==> src/rtl/alarm_led_sequencer.sv <==
// Animated alarm on the 16-LED bank: one-hot chase, then an all-on/all-off flash,
// repeating until acknowledged, the timer is reloaded, or the step budget runs out.
module alarm_led_sequencer #(
    parameter int unsigned TICK_DIV      = 25,
    parameter int unsigned FLASH_COUNT   = 4,
    parameter int unsigned TIMEOUT_STEPS = 64
) (
    input  logic        clk,
    input  logic        rst,
    input  logic        zero_min,
    input  logic        zero_sec,
    input  logic        ack,
    output logic [15:0] led,
    output logic        alarm_active
);

    localparam int unsigned PRE_W  = 16;
    localparam int unsigned STEP_W = 8;
    localparam int unsigned POS_W  = 4;
    localparam int unsigned FL_W   = 5;

    localparam logic [PRE_W-1:0]  TICK_LAST  = PRE_W'(TICK_DIV - 1);
    localparam logic [STEP_W-1:0] STEP_LAST  = STEP_W'(TIMEOUT_STEPS - 1);
    localparam logic [FL_W-1:0]   FLASH_LAST = FL_W'(2 * FLASH_COUNT - 1);
    localparam logic [POS_W-1:0]  POS_LAST   = POS_W'(15);
    localparam logic [15:0]       LED_ALL    = 16'hFFFF;
    localparam logic [15:0]       LED_FIRST  = 16'h0001;

    typedef enum logic [2:0] {
        IDLE,
        CHASE,
        FLASH,
        HOLD,
        SILENT
    } state_t;

    state_t             state, state_nxt;
    logic [15:0]        led_nxt;
    logic               alarm_nxt;
    logic [PRE_W-1:0]   prescaler, pre_nxt;
    logic [STEP_W-1:0]  step_cnt, step_nxt;
    logic [POS_W-1:0]   pos, pos_nxt;
    logic [FL_W-1:0]    flash_cnt, flash_nxt;
    logic               exp_d;

    logic expired;
    logic trigger;
    logic tick;
    logic animating;

    assign expired   = zero_min & zero_sec;
    assign trigger   = expired & ~exp_d;
    assign tick      = (prescaler == TICK_LAST);
    assign animating = (state == CHASE) || (state == FLASH);

    // exp_d resets high so a 00:00 already present at reset does not fire
    always_ff @(posedge clk or negedge rst) begin
        if (!rst) begin
            state        <= IDLE;
            led          <= '0;
            alarm_active <= 1'b0;
            prescaler    <= '0;
            step_cnt     <= '0;
            pos          <= '0;
            flash_cnt    <= '0;
            exp_d        <= 1'b1;
        end else begin
            state        <= state_nxt;
            led          <= led_nxt;
            alarm_active <= alarm_nxt;
            prescaler    <= pre_nxt;
            step_cnt     <= step_nxt;
            pos          <= pos_nxt;
            flash_cnt    <= flash_nxt;
            exp_d        <= expired;
        end
    end

    // Next state and pattern; priority: reload > ack > timeout > pattern advance
    always_comb begin
        state_nxt = state;
        led_nxt   = led;
        pre_nxt   = prescaler;
        step_nxt  = step_cnt;
        pos_nxt   = pos;
        flash_nxt = flash_cnt;

        if (animating) begin
            pre_nxt = tick ? '0 : prescaler + PRE_W'(1);
            if (tick && (step_cnt != '1)) begin
                step_nxt = step_cnt + STEP_W'(1);
            end
        end

        case (state)
            IDLE: begin
                if (trigger) begin
                    state_nxt = CHASE;
                    led_nxt   = LED_FIRST;
                    pos_nxt   = '0;
                    step_nxt  = '0;
                    pre_nxt   = '0;
                end
            end
            SILENT: begin
                if (!expired) begin
                    state_nxt = IDLE;
                    led_nxt   = '0;
                end
            end
            CHASE, FLASH, HOLD: begin
                if (!expired) begin
                    state_nxt = IDLE;
                    led_nxt   = '0;
                end else if (ack) begin
                    state_nxt = SILENT;
                    led_nxt   = '0;
                end else if (tick && animating) begin
                    if (step_cnt == STEP_LAST) begin
                        state_nxt = HOLD;
                        led_nxt   = LED_ALL;
                    end else if (state == CHASE) begin
                        if (pos == POS_LAST) begin
                            state_nxt = FLASH;
                            led_nxt   = LED_ALL;
                            flash_nxt = '0;
                        end else begin
                            pos_nxt = pos + POS_W'(1);
                            led_nxt = {led[14:0], 1'b0};
                        end
                    end else begin
                        if (flash_cnt == FLASH_LAST) begin
                            state_nxt = CHASE;
                            pos_nxt   = '0;
                            led_nxt   = LED_FIRST;
                        end else begin
                            flash_nxt = flash_cnt + FL_W'(1);
                            led_nxt   = ~led;
                        end
                    end
                end
            end
            default: begin
                state_nxt = IDLE;
                led_nxt   = '0;
            end
        endcase

        alarm_nxt = (state_nxt == CHASE) || (state_nxt == FLASH) || (state_nxt == HOLD);
    end

endmodule
==> config.mk <==
export PLATFORM = sky130hd
export DESIGN_NAME = alarm_led_sequencer
export DESIGN_NICKNAME = d
export VERILOG_FILES = /design/src/rtl/alarm_led_sequencer.sv
export SDC_FILE = /design/constraint.sdc
export NUM_CORES = 1
export LEC_CHECK = 0
export BUFFER_PORTS_ARGS = -buffer_cell sky130_fd_sc_hd__buf_2
export CAP_MARGIN = 10
export CORE_AREA = 5 5 82 84
export DETAILED_ROUTE_END_ITERATION = 7
export DIE_AREA = 0 0 87 89
export GPL_ROUTABILITY_DRIVEN = 0
export GPL_TIMING_DRIVEN = 0
export PLACE_DENSITY = 0.7
export SYNTH_ARGS = -nofsm -noshare
export SYNTH_HDL_FRONTEND = slang
export SYNTH_SLANG_ARGS = --single-unit
==> constraint.sdc <==
create_clock -name clk -period 2.2 [get_ports clk]
set_input_delay 0.22 -clock clk [delete_from_list [all_inputs] [get_ports clk]]
set_output_delay 0.22 -clock clk [all_outputs]
set_load 0.01 [all_outputs]
==> impl_metrics.csv <==
group,metric,value,unit
global_route,grtUsageTotal,17.5,%
logic_synthesis,synth_ff_type,"dfrtp_1",
power,total_power,0.00194,W
timing,fin_crit,2.14,ns
cells_and_area,antenna_cells,0,
clock_network,clk_pin_slew,0.10,ns
floorplan,fp.dieArea,7740,µm²
logic_synthesis,ys_ff_latch,54,
routing,dr.pass1.iters,4,
cells_and_area,multi_input_area,1560,µm²
cells_and_area,design_area,3450,µm²
logic_synthesis,syn_nets,309,
hold_path,hp-class,"primary input to flop",
routing,routed_wirelength,6680,µm
logic_synthesis,synth_area,2870,µm²
setup_path,worstSetupEndpointType,"flop",
floorplan,row_count,28,
timing,worstMarginPinSlew,0.682,ns
cells_and_area,final_common_cell,"dfrtp_1",
clock_network,clockBufferDepth,2,
logic_synthesis,ys_warn_count,0,
timing,hold_viol,0,
power,ir_drop,0.386,mV
logic_synthesis,syn-instance-count,299,
timing,max_freq,0.467,GHz
timing,setup_violations,0,
routing,post-route-drc-count,0,
floorplan,ios,22,
setup_path,start_kind,"flop",
flow_run,maxCapViolations,0,
floorplan,start_util,49.1,%
global_route,grt_pass1_wl,10900,µm
power,p_per_area,564,nW/µm²
cells_and_area,finalNetCount,350,
placed_design,hpwlAfterDp,4260,µm
routing,ant_nets,0,
outcome,status,"finished clean",
placed_design,numPortBuffers,21,
global_route,grt_max_degree,55,
timing,period_share,97.4,%
global_route,gr-total-overflow,0,
routing,wire_per_inst,16.1,µm
clock_network,clk_latency,0.30,ns
timing,slew_headroom,54.1,%
timing,slew_violations,0,
clock_network,clock-sinks,54,
logic_synthesis,yosysSeqAreaShare,47.1,%
timing,setup_tns,0,ns
global_route,antenna_found_initial,0,
setup_path,critPathKind,"flop to flop",
floorplan,fp.dieH,89,µm
clock_network,htreeDepth,2,
clock_network,cts_tree,"done",
timing,finalClockSkew,0.00335,ns
setup_path,arrival,2.35,ns
cells_and_area,drive_gt1_share,23.5,%
timing,hold_ws,0.164,ns
placed_design,placed_area,3070,µm²
setup_path,reg2reg_to,"pos[0]",
setup_path,cp-endpoint,"pos[0]",
cells_and_area,syn2layout_area_growth,20.1,%
setup_path,ff2ff_setup_slack,0.06,ns
logic_synthesis,avgSynthCellArea,9.60,µm²
logic_synthesis,ys_types,51,
setup_path,cp_max_fo,4,
logic_synthesis,ys_async_sr_fraction,100,%
global_route,first_global_vias,2340,
logic_synthesis,synth_edf_count,0,
setup_path,startpoint,"flash_cnt[1]",
power,leakagePower,1.50,nW
routing,vias_per_cell,5.80,
cells_and_area,regArea,1360,µm²
setup_path,r2r-start,"flash_cnt[1]",
floorplan,core_area,5850,µm²
clock_network,cts_root_buffer,"clkbuf_8",
cells_and_area,final_cell_mix,"dfrtp_1 (50), nor2_1 (44), buf_2 (21)",
setup_path,rr_worst_depth,6,
cells_and_area,fillers,502,
routing,drt_iter0_markers,100,
routing,vias,2414,
floorplan,fp.dieW,87,µm
setup_path,required,2.40,ns
clock_network,cts_made_buffers,5,
[worst max-delay path, cell delays in order, from the launching register on]
cell,delay [ns]
dfrtp_1,0.38
ha_2,0.19
or4bb_4,0.47
a21o_1,0.18
o41a_1,0.32
or2_4,0.26
o31ai_1,0.24
[layout make-up]
type / instances / share of cell area [%]
multi-input combinational: 225 / 45.4
sequential: 54 / 39.4
timing repair buffer: 38 / 7.23
tap: 75 / 2.72
clock buffer: 6 / 2.40
buffer: 10 / 1.92
inverter: 6 / 0.654
clock inverter: 2 / 0.363
[worst min path at each step]
stage | startpoint | end | cells after the start
6_report | ack | state[2] | 3
3_3_place_gp | flash_cnt[4] | flash_cnt[4] | 1
5_1_grt | ack | state[2] | 3
2_1_floorplan | rst | alarm_active | 0
4_1_cts | ack | state[2] | 3
3_5_place_dp | flash_cnt[4] | flash_cnt[4] | 1
[stage by stage]
step                      setup WS [ns]  cells  utilization (%)
after detailed placement         -0.336    395             52.5
after global placement           -0.338    395             52.5
after global routing            -0.0184    416             58.9
after floorplan                  0.0449    299                -
final                            0.0574    416             58.9
after CTS                      0.000952    409             56.1
[state kept, by name, summed over array words and instances (netlist names)]
signal and count:
alarm_active 1, exp_d 1, flash_cnt 5, led 16, pos 4, prescaler 16
state 3, step_cnt 8
[cells by family (layout without fill, tap and decap cells)]
logic type	count (synthesis)	count (layout)	share of synthesized area, %
AO/OA/AOI/OAI	70	70	18.1
XOR/XNOR	19	19	5.80
adder cells (fa/ha/maj)	5	5	2.18
buffers and inverters	20	62	2.92
flip-flops	54	54	47.1
multiplexers	2	2	0.741
AND/OR/NAND/NOR	129	129	23.1
[routing by layer]
layer | vias up | global-route usage [%] | routed length (µm) | part of all wire, %
li1 | 1177 | - | - | -
met1 | 1182 | 23.2 | 3030 | 45
met2 | 47 | 29.7 | 3390 | 51
met3 | 8 | 3.04 | 177 | 2.6
met4 | 0 | 4.96 | 80 | 1.2
met5 | - | 0 | 0 | 0
[Yosys cell counts, types with 2 or more instances]
cell,number,area [µm²]
a211oi_1,16,120
a21o_1,6,45.0
a21oi_1,7,35.0
and2_1,3,18.8
and3_1,2,12.5
and4_1,2,17.5
clkbuf_1,12,45.0
dfrtp_1,53,1330
ha_1,5,62.6
inv_1,6,22.5
nand2_1,21,78.8
nand2b_1,3,18.8
nand3_1,15,75.1
nand4_1,4,25.0
nor2_1,44,165
nor2b_1,2,12.5
nor3_1,5,25.0
nor3b_1,2,15.0
nor4_1,9,56.3
o21ai_0,8,40.0
o2bb2ai_1,15,131
o31ai_1,7,52.6
o41ai_1,4,35.0
or2_2,2,12.5
or3_1,2,12.5
or4_1,2,15.0
xnor2_1,15,131
xor2_1,4,35.0
[repair_timing]
| item | 4_1_cts | 5_1_grt |
|---|---|---|
| hold endpoints to repair | 0 | 27 |
| setup endpoints to repair | 40 | 32 |
| setup buffers | 10 | 4 |
| resized for setup | 20 | 22 |
| pin swaps | 5 | 5 |
| hold buffers | 0 | 1 |
[where the power goes]
| part | internal (W) | switching (W) |
|---|---|---|
| Sequential | 0.00103 | 0.0000304 |
| Combinational | 0.000131 | 0.000168 |
| Clock | 0.000254 | 0.000333 |
(Power assumes the default switching activity.)
